--- src/rtl/count_seq_monitor_if.sv ---
`timescale 1ns/1ps
// count_seq_monitor_if
// Bundles the observed counter signals and the monitor's status outputs.
//   count_in       : counter value under observation
//   sample_en      : take a sample on this edge
//   upstream_reset : level copy of the observed counter's reset
//   locked         : sequence verified
//   err_pulse      : one-cycle increment violation while locked
//   wrap_pulse     : one-cycle legal wrap while locked
//   err_count      : saturating error count
//   wrap_count     : wrap count, modulo 2^WRAP_W
// master = stimulus/counter side, slave = monitor.
interface count_seq_monitor_if #(
    parameter int W      = 4,
    parameter int WRAP_W = 8,
    parameter int ERR_W  = 8
);
    logic [W-1:0]      count_in;
    logic              sample_en;
    logic              upstream_reset;
    logic              locked;
    logic              err_pulse;
    logic              wrap_pulse;
    logic [ERR_W-1:0]  err_count;
    logic [WRAP_W-1:0] wrap_count;

    modport master (
        output count_in, sample_en, upstream_reset,
        input  locked, err_pulse, wrap_pulse, err_count, wrap_count
    );

    modport slave (
        input  count_in, sample_en, upstream_reset,
        output locked, err_pulse, wrap_pulse, err_count, wrap_count
    );
endinterface

--- src/rtl/count_seq_monitor.sv ---
`timescale 1ns/1ps
// count_seq_monitor
// Checks that a free-running W-bit up-counter advances by exactly +1 mod 2^W
// on every enabled sample. Hunts for a starting value, requires LOCK_LEN
// consecutive correct increments to lock, then reports wraps and errors.
// A return to zero while the counter's own reset is high is legal.
// Ports:
//   clk   : rising-edge clock
//   reset : asynchronous active-high reset, clears all state and outputs
//   bus   : count_seq_monitor_if.slave (inputs count_in/sample_en/
//           upstream_reset, registered outputs locked/err_pulse/wrap_pulse/
//           err_count/wrap_count)
module count_seq_monitor #(
    parameter int W        = 4,
    parameter int LOCK_LEN = 3,
    parameter int WRAP_W   = 8,
    parameter int ERR_W    = 8
) (
    input  logic              clk,
    input  logic              reset,
    count_seq_monitor_if.slave bus
);
    typedef enum logic [1:0] {HUNT, SYNC, LOCKED} state_t;

    state_t            state, state_n;
    logic [W-1:0]      prev, prev_n;
    logic [3:0]        good_run, good_run_n;
    logic              locked, locked_n;
    logic              err_p, err_p_n;
    logic              wrap_p, wrap_p_n;
    logic [ERR_W-1:0]  err_count, err_count_n;
    logic [WRAP_W-1:0] wrap_count, wrap_count_n;

    logic [W-1:0] s;
    logic         good;
    logic         legal_zero;

    assign s = bus.count_in;
    // A nonzero sample while the counter is held in reset can never be good,
    // even if it happens to equal prev+1.
    assign good       = (s == prev + W'(1)) && !bus.upstream_reset;
    assign legal_zero = bus.upstream_reset && (s == '0);

    always_comb begin
        state_n      = state;
        prev_n       = prev;
        good_run_n   = good_run;
        locked_n     = locked;
        err_p_n      = 1'b0;
        wrap_p_n     = 1'b0;
        err_count_n  = err_count;
        wrap_count_n = wrap_count;
        if (bus.sample_en) begin
            prev_n = s;
            if (legal_zero) begin
                // Counter was reset: resynchronise silently, no wrap either.
                good_run_n = '0;
                state_n    = SYNC;
                locked_n   = 1'b0;
            end else begin
                case (state)
                    HUNT: begin
                        good_run_n = '0;
                        state_n    = SYNC;
                    end
                    SYNC: begin
                        if (good) begin
                            good_run_n = good_run + 4'd1;
                            if (good_run == 4'(LOCK_LEN - 1)) begin
                                state_n  = LOCKED;
                                locked_n = 1'b1;
                            end
                        end else begin
                            good_run_n = '0;
                        end
                    end
                    LOCKED: begin
                        if (good) begin
                            if (prev == '1) begin
                                wrap_p_n     = 1'b1;
                                wrap_count_n = wrap_count + WRAP_W'(1);
                            end
                        end else begin
                            err_p_n    = 1'b1;
                            good_run_n = '0;
                            state_n    = SYNC;
                            locked_n   = 1'b0;
                            if (err_count != '1)
                                err_count_n = err_count + ERR_W'(1);
                        end
                    end
                    default: begin
                        state_n  = HUNT;
                        locked_n = 1'b0;
                    end
                endcase
            end
        end
    end

    always_ff @(posedge clk or posedge reset) begin
        if (reset) begin
            state      <= HUNT;
            prev       <= '0;
            good_run   <= '0;
            locked     <= 1'b0;
            err_p      <= 1'b0;
            wrap_p     <= 1'b0;
            err_count  <= '0;
            wrap_count <= '0;
        end else begin
            state      <= state_n;
            prev       <= prev_n;
            good_run   <= good_run_n;
            locked     <= locked_n;
            err_p      <= err_p_n;
            wrap_p     <= wrap_p_n;
            err_count  <= err_count_n;
            wrap_count <= wrap_count_n;
        end
    end

    assign bus.locked     = locked;
    assign bus.err_pulse  = err_p;
    assign bus.wrap_pulse = wrap_p;
    assign bus.err_count  = err_count;
    assign bus.wrap_count = wrap_count;
endmodule

--- src/flat_wrapper.sv ---
// flat-port wrapper written by rule: the top's interface ports become plain ports
module count_seq_monitor_flat 
#(
    parameter int W        = 4,
    parameter int LOCK_LEN = 3,
    parameter int WRAP_W   = 8,
    parameter int ERR_W    = 8
)
  (clk, reset, bus_count_in, bus_sample_en, bus_upstream_reset, bus_locked, bus_err_pulse, bus_wrap_pulse, bus_err_count, bus_wrap_count);
  count_seq_monitor_if #(.W(W), .WRAP_W(WRAP_W), .ERR_W(ERR_W)) bus_i ();
  input  logic clk;
  input  logic reset;
  input wire logic [$bits(bus_i.count_in)-1:0] bus_count_in;
  input wire logic [$bits(bus_i.sample_en)-1:0] bus_sample_en;
  input wire logic [$bits(bus_i.upstream_reset)-1:0] bus_upstream_reset;
  output wire logic [$bits(bus_i.locked)-1:0] bus_locked;
  output wire logic [$bits(bus_i.err_pulse)-1:0] bus_err_pulse;
  output wire logic [$bits(bus_i.wrap_pulse)-1:0] bus_wrap_pulse;
  output wire logic [$bits(bus_i.err_count)-1:0] bus_err_count;
  output wire logic [$bits(bus_i.wrap_count)-1:0] bus_wrap_count;
  assign bus_i.count_in = bus_count_in;
  assign bus_i.sample_en = bus_sample_en;
  assign bus_i.upstream_reset = bus_upstream_reset;
  assign bus_locked = bus_i.locked;
  assign bus_err_pulse = bus_i.err_pulse;
  assign bus_wrap_pulse = bus_i.wrap_pulse;
  assign bus_err_count = bus_i.err_count;
  assign bus_wrap_count = bus_i.wrap_count;
  count_seq_monitor #(.W(W), .LOCK_LEN(LOCK_LEN), .WRAP_W(WRAP_W), .ERR_W(ERR_W)) u_core (.clk(clk), .reset(reset), .bus(bus_i));
endmodule
--- config.mk ---
export PLATFORM = sky130hd
export DESIGN_NAME = count_seq_monitor_flat
export DESIGN_NICKNAME = d
export VERILOG_FILES = /design/src/rtl/count_seq_monitor_if.sv /design/src/rtl/count_seq_monitor.sv /design/src/flat_wrapper.sv
export SDC_FILE = /design/constraint.sdc
export NUM_CORES = 1
export LEC_CHECK = 0
export CAP_MARGIN = 20
export CORE_MARGIN = 4
export CORE_UTILIZATION = 50
export CTS_CLUSTER_SIZE = 30
export DETAILED_ROUTE_END_ITERATION = 12
export PLACE_DENSITY = 0.74
export SYNTH_ARGS = -nofsm -noshare
export SYNTH_HDL_FRONTEND = slang
export SYNTH_SLANG_ARGS = --single-unit
--- constraint.sdc ---
create_clock -name clk -period 2.72 [get_ports clk]
set_input_delay 0.272 -clock clk [delete_from_list [all_inputs] [get_ports clk]]
set_output_delay 0.272 -clock clk [all_outputs]
set_load 0.02 [all_outputs]
==> out/metrics.csv, run 1 <==
stage,metric,value,unit
floorplanning,die footprint,3970,um^2
timing,Slew headroom,68.6,%
clock_tree,CTS Buffer Depth,2,
yosys,cell count after synthesis,142,
yosys,yosys warns,0,
yosys,number of synthesized flops with an enable pin,0,
clock_tree,Clock Latency Late Sink,320,ps
clock_tree,CTS root buf,clkbuf_4,
clock_tree,post-CTS setup buffer count,0,
detailed_routing,drt via density,5.73,
min_path,Hold Path Class,in2async,
job,max cap viols,0,
setup_path,worst-path fanout max,16,
floorplanning,Core ar.,2830,um^2
timing,Slew Limit Fails,0,
global_route,first-pass GRT wire length,5150,um
floorplanning,Die Y,63.0,um
placement,I/O Buffers,26,
timing,setup TNS,0,ps
timing,Final Hold Viols,0,
setup_path,worst setup path category,reg2reg,
setup_path,critical path startpoint category,register,
detailed_routing,vias,1174,
yosys,Syn Area/Cell,10.6,um^2
yosys,"FF+latch count, synth",29,
yosys,Async SR Flop Fraction,100,%
global_route,initial antenna violation count,0,
floorplanning,Chip Width,63.0,um
status,status,completed,
pwr,"IR drop worst, VDD",0.303,mV
timing,Post-Route Skew,3.52,ps
setup_path,CP required,2930,ps
yosys,Syn Nets,155,
global_route,vias in the first global route,1182,
clock_tree,post-CTS sizing,0,
timing,final-report setup violation count,0,
placement,GPL Wtd Cong,0.796,
cells_and_area,share of cells above drive strength 1,12.1,%
timing,RSZ-0062 raised after global routing,no,
timing,crit path time final,2220,ps
detailed_routing,Wirelength per Cell,14.3,um
clock_tree,Num CTS Buffers,5,
clock_tree,CTS sink count,29,
clock_tree,clock-pin slew on the worst setup and hold paths,80,ps
cells_and_area,# fillers,232,
yosys,library cells used by synthesis,35,
timing,fmax,451,MHz
detailed_routing,DRC viols,0,
floorplanning,row cnt,19,
timing,Min Hold Slack,311,ps
pwr,pwr dens,430,nW/um^2
yosys,Syn Std Cell Area,1510,um^2
setup_path,Setup crit end kind,register,
cells_and_area,antenna cells,0,
floorplanning,Starting Density,53.4,%
detailed_routing,Pre-antenna DRT Iters,4,
global_route,largest net degree at the start of global routing,30,
detailed_routing,drt initial violations,34,
global_route,grt total ovfl,0,
placement,detailed placement HPWL,2200,um
detailed_routing,Final ANT Viol Nets,0,
global_route,Global Route Usage Sum,16.5,%
timing,slew at the pin with the worst max-slew slack,470,ps
pwr,Leak Pwr,0.812,nW
clock_tree,hold_buf cts,0,
yosys,ys flop type,dfrtp_1,
cells_and_area,NumNets Final,187,
clock_tree,TritonCTS clock tree,built,
clock_tree,H-Tree Level Count,2,
floorplanning,IO Pins,27,
yosys,register area share after synthesis,48.0,%
detailed_routing,final WL,2930,um
timing,Final Cycle Share,81.5,%
setup_path,"Arr. time, crit path",2430,ps
cells_and_area,P&R area growth vs syn,23.2,%
[per-stage QoR]
stage | cell area (um^2) | utilization, % | cells | setup WS, ps | power (mW)
6_report | 1860 | 65.8 | 205 | 502 | 0.800
5_1_grt | 1860 | 65.8 | 205 | 382 | 0.849
4_1_cts | 1860 | 65.8 | 205 | 508 | 0.810
3_5_place_dp | 1810 | 63.9 | 198 | 320 | 0.551
3_3_place_gp | 1810 | 63.9 | 198 | 407 | 0.547
2_1_floorplan | 1510 | - | 142 | 746 | 0.524
[worst max-delay path, stage by stage (launching register included)]
cell	delay, ps
dfrtp_1	420
ha_1	310
xor2_1	160
nor3_1	280
and3_2	440
nand2_1	180
mux2_2	310
[cell type report]
class / instances / area (um^2) / share of cell area [%]
tap: 31 / 38.8 / 2.08
timing repair buffer: 28 / 275 / 14.8
multi-input combinational: 104 / 744 / 40.0
clock buffer: 7 / 55.1 / 2.96
inverter: 6 / 22.5 / 1.21
sequential: 29 / 726 / 39.0
[cell families after synthesis]
logic type,after synthesis,share of synthesized area [%]
xor+xnor,18,10.4
buf+inv,9,2.73
simple gates,58,22.0
mux,7,5.22
flops,29,48.0
compound gates,16,7.45
fa+ha+maj,5,4.14
[synthesized netlist by cell type (2+ instances only)]
master	number	area, um^2
xnor2_1	16	140
inv_1	6	22.5
and3_1	4	25.0
nor2_1	6	22.5
a21oi_1	5	25.0
dfrtp_1	29	726
o211ai_1	2	15.0
o21ai_0	3	15.0
o22ai_1	2	12.5
nor3_1	6	30.0
and2_1	2	12.5
nand4_1	6	37.5
and4_1	2	17.5
buf_4	2	15.0
nor4_1	2	12.5
mux2_2	7	78.8
nand3_1	11	55.1
ha_1	5	62.6
nand2_1	9	33.8
xor2_1	2	17.5
[flip-flops by register name, indices dropped and copies added (netlist names)]
| signal | count |
|---|---|
| u_core.bus.err_count | 8 |
| u_core.bus.locked | 1 |
| u_core.bus.wrap_count | 8 |
| u_core.bus.err_pulse | 1 |
| u_core.state | 2 |
| u_core.good_run | 4 |
| u_core.bus.wrap_pulse | 1 |
| u_core.prev | 4 |
[path summary, 6_finish.rpt]
kind                                               start                        to  slack, ps  cells after the start
worst min register to register  u_core.bus.wrap_count[7]  u_core.bus.wrap_count[7]        470                      1
max in group asynchronous                          reset  u_core.bus.wrap_count[2]       2130                      3
worst max register to register            u_core.prev[0]  u_core.bus.wrap_count[1]        500                      6
worst min-delay path                               reset   u_core.bus.err_count[3]        310                      3
min in group clk                u_core.bus.wrap_count[7]  u_core.bus.wrap_count[7]        470                      1
worst max-delay path                      u_core.prev[0]  u_core.bus.wrap_count[1]        500                      6
[per-layer routing]
layer  wire [um]  global-route usage [%]  vias up
li1            -                       -      575
met1        1340                    19.3      559
met2        1340                    26.7       29
met3         186                    6.47       11
met4          56                    7.16        0
met5           0                       0        -
[placed cells by master (no fill, tap or decap), types with 2 or more instances in the layout]
cell type        synthesis  routed
nor2_1                   6       6
ha_1                     5       5
and2_1                   2       2
nor3_1                   6       6
nand2_1                  9       9
xor2_1                   2       2
dfrtp_1                 29      29
a21oi_1                  5       5
o22ai_1                  2       2
and4_1                   2       2
xnor2_1                 16      16
o21ai_0                  3       3
o211ai_1                 2       2
clkdlybuf4s50_1          0      26
inv_1                    6       6
clkbuf_4                 0       5
nand3_1                 11      11
nand4_1                  6       6
buf_4                    2       2
mux2_2                   7       7
nor4_1                   2       2
and3_1                   4       4
[report_power, final]
group	total, mW	switching (mW)	internal (mW)
sequential	0.456	0.0135	0.443
clock	0.259	0.137	0.122
combinational	0.0848	0.0459	0.0389
(Power assumes the default switching activity.)
==> inputs of run 2 (changes only) <==
--- a/config.mk
+++ b/config.mk
@@ -7,10 +7,10 @@
 export LEC_CHECK = 0
 export CAP_MARGIN = 20
 export CORE_MARGIN = 4
-export CORE_UTILIZATION = 50
+export CORE_UTILIZATION = 46
 export CTS_CLUSTER_SIZE = 30
 export DETAILED_ROUTE_END_ITERATION = 12
-export PLACE_DENSITY = 0.74
+export PLACE_DENSITY = 0.72
 export SYNTH_ARGS = -nofsm -noshare
 export SYNTH_HDL_FRONTEND = slang
 export SYNTH_SLANG_ARGS = --single-unit
==> constraint.sdc (replaced) <==
create_clock -name clk -period 2.04 [get_ports clk]
set_input_delay 0.204 -clock clk [delete_from_list [all_inputs] [get_ports clk]]
set_output_delay 0.204 -clock clk [all_outputs]
set_load 0.02 [all_outputs]
==> run 2 against run 1 <==
  * Maximum frequency is 14% higher
  * Clock power rose by 90%
  * Clock skew is 11 ps higher
  * Worst setup slack lost 410 ps
  * Total power rose by 55%
  * Sequential share of layout area shrank 3.3 points
  * Flip-flop and latch count stayed put
  * Routed wire length increased by 8.8%
  * Final cell count up 14%
  * Register-to-register slack lost 410 ps
  * Sequential power rose by 33%
  * Critical endpoint is now u_core.bus.err_count[6]
==> out/metrics.csv, run 2 (synthesized netlist as in run 1, its figures left out) <==
stage,metric,value,unit,change
status,status,completed,,unchanged
setup_path,CP max stage delay,400,ps,was 440 ps
setup_path,"Cell Chain, Critical Path","ha_1, xor2_1, nor3_2, and3_2, nor4_2, mux2_2",,"was ha_1, xor2_1, nor3_1, and3_2, nand2_1, mux2_2"
placement,GPL Wtd Cong,0.802,,was 0.796
job,max cap viols,0,,unchanged
timing,final worst setup slack,93.9,ps,was 502 ps
setup_path,CP required,2270,ps,was 2930 ps
cells_and_area,area of the multi-input gates,759,um^2,was 744 um^2
floorplanning,Chip Width,65.3,um,was 63.0 um
detailed_routing,Wirelength per Cell,13.6,um,was 14.3 um
clock_tree,CTS root buf,clkbuf_4,,unchanged
timing,Slew Limit Fails,0,,unchanged
cells_and_area,NumNets Final,202,,was 187
cells_and_area,P&R area growth vs syn,34.7,%,was 23.2%
detailed_routing,drt initial violations,51,,was 34
timing,Final Cycle Share,95.4,%,was 81.5%
placement,I/O Buffers,26,,unchanged
global_route,largest net degree at the start of global routing,30,,unchanged
setup_path,"Arr. time, crit path",2180,ps,was 2430 ps
timing,fmax,514,MHz,was 451 MHz
setup_path,critical path startpoint category,register,,unchanged
cells_and_area,most frequent cells in the layout,"dfrtp_1 (29), clkdlybuf4s50_1 (26), buf_4 (17)",,"was dfrtp_1 (29), clkdlybuf4s50_1 (26), xnor2_1 (16)"
floorplanning,die footprint,4270,um^2,was 3970 um^2
min_path,Hold Path Class,in2async,,unchanged
detailed_routing,Final ANT Viol Nets,0,,unchanged
detailed_routing,Pre-antenna DRT Iters,4,,unchanged
setup_path,Crit-path slowest cell,dfrtp_1,,was and3_2
global_route,grt total ovfl,0,,unchanged
pwr,pwr dens,609,nW/um^2,was 430 nW/um^2
clock_tree,H-Tree Level Count,2,,unchanged
placement,Post-Place Setup Slack,-34.3,ps,was 320 ps
cells_and_area,antenna cells,0,,unchanged
clock_tree,Num CTS Buffers,5,,unchanged
floorplanning,Core ar.,3100,um^2,was 2830 um^2
pwr,"IR drop worst, VDD",0.556,mV,was 0.303 mV
timing,Final Hold Viols,0,,unchanged
floorplanning,Die Y,65.3,um,was 63.0 um
floorplanning,IO Pins,27,,unchanged
detailed_routing,final WL,3190,um,was 2930 um
detailed_routing,drt via density,5.35,,was 5.73
global_route,first-pass GRT wire length,5580,um,was 5150 um
timing,slew at the pin with the worst max-slew slack,516,ps,was 470 ps
global_route,initial antenna violation count,0,,unchanged
clock_tree,CTS Buffer Depth,2,,unchanged
placement,detailed placement HPWL,2420,um,was 2200 um
global_route,vias in the first global route,1231,,was 1182
timing,Min Hold Slack,212,ps,was 311 ps
setup_path,worst-path fanout max,4,,was 16
setup_path,worst setup path category,reg2reg,,unchanged
timing,RSZ-0062 raised after global routing,no,,unchanged
timing,Slew headroom,65.3,%,was 68.6%
timing,setup TNS,0,ps,unchanged
clock_tree,CTS sink count,29,,unchanged
cells_and_area,share of cells above drive strength 1,21.1,%,was 12.1%
detailed_routing,DRC viols,0,,unchanged
cells_and_area,# fillers,272,,was 232
floorplanning,row cnt,20,,was 19
global_route,Global Route Usage Sum,17.1,%,was 16.5%
timing,crit path time final,1950,ps,was 2220 ps
timing,Post-Route Skew,14.1,ps,was 3.52 ps
setup_path,CP bufs+invs,0,,unchanged
timing,final-report setup violation count,0,,unchanged
floorplanning,Starting Density,48.7,%,was 53.4%
clock_tree,clock-pin slew on the worst setup and hold paths,100,ps,was 80 ps
clock_tree,Clock Latency Late Sink,330,ps,was 320 ps
cells_and_area,"most common cell after layout, fill and taps aside",dfrtp_1,,unchanged
setup_path,"delay-heaviest family, CP",simple AND/OR/NAND/NOR gates,,unchanged
detailed_routing,vias,1251,,was 1174
setup_path,Setup crit end kind,register,,unchanged
clock_tree,TritonCTS clock tree,built,,unchanged
cells_and_area,biggest regs,"u_core.bus.err_count (8), u_core.bus.wrap_count (8)",,unchanged
pwr,Leak Pwr,0.898,nW,was 0.812 nW
cells_and_area,register area,726,um^2,unchanged
cells_and_area,final core utilization,65.6,%,was 65.8%
-- run 2: cell count changes in the layout (fill, tap and decap cells not counted), sizes merged --
cell | previous run | this run
buf | 2 | 17
bufinv | 0 | 1
-- run 2: repair_timing --
item,CTS,global route
hold buffers,0,0
endpoints found under the setup margin,1,2
gates resized for setup,2,1
endpoints found under the hold margin,0,0
setup buffers,0,1
-- run 2: layout make-up --
class,count,area share [%]
clock buffer,7,2.70
clock inverter,1,1.48
inverter,6,1.11
multi-input combinational,104,37.3
sequential,29,35.6
tap,44,2.70
timing repair buffer,43,19.1
-- run 2: metal layers --
metal,track usage [%],vias up,share of wire (%)
met5,0,-,0
met4,8.55,0,2.5
met3,5.47,10,4.5
met2,27.2,31,48
met1,20.7,603,45
li1,-,607,-
-- run 2: worst paths after layout --
path / cells past startpoint / slack (ps) / endpoint / start
max: 6 / 90 / u_core.bus.err_count[6] / u_core.prev[1]
min: 3 / 210 / u_core.bus.wrap_count[6] / reset
max reg2reg: 6 / 90 / u_core.bus.err_count[6] / u_core.prev[1]
min reg2reg: 1 / 480 / u_core.bus.wrap_count[7] / u_core.bus.wrap_count[7]
max in group asynchronous: 3 / 1530 / u_core.bus.err_count[7] / reset
min in group clk: 1 / 480 / u_core.bus.wrap_count[7] / u_core.bus.wrap_count[7]
-- run 2: per-stage QoR --
step / instance area (um^2) / power [mW] / std cells
final: 2040 / 1.24 / 234
after global routing: 2040 / 1.30 / 234
after CTS: 2020 / 1.25 / 233
after detailed placement: 1930 / 0.755 / 225
after global placement: 1930 / 0.747 / 225
after floorplan: 1510 / 0.698 / 142
-- run 2: worst min-delay path: cells and delay by family --
family,cells,cell delay [ps]
buf+inv,3,760
-- run 2: where the power goes --
part / internal, mW / switching, mW
registers: 0.591 / 0.0166
clock network: 0.293 / 0.200
logic: 0.0694 / 0.0703
==> inputs of run 3 (changes only) <==
--- a/config.mk
+++ b/config.mk
@@ -11,6 +11,8 @@
 export CTS_CLUSTER_SIZE = 30
 export DETAILED_ROUTE_END_ITERATION = 12
 export PLACE_DENSITY = 0.72
+export SKIP_LAST_GASP = 1
+export SLEW_MARGIN = 15
 export SYNTH_ARGS = -nofsm -noshare
 export SYNTH_HDL_FRONTEND = slang
 export SYNTH_SLANG_ARGS = --single-unit
==> results of run 3 <==
The final DEF is identical to that of run 2; final timing and power are the same.
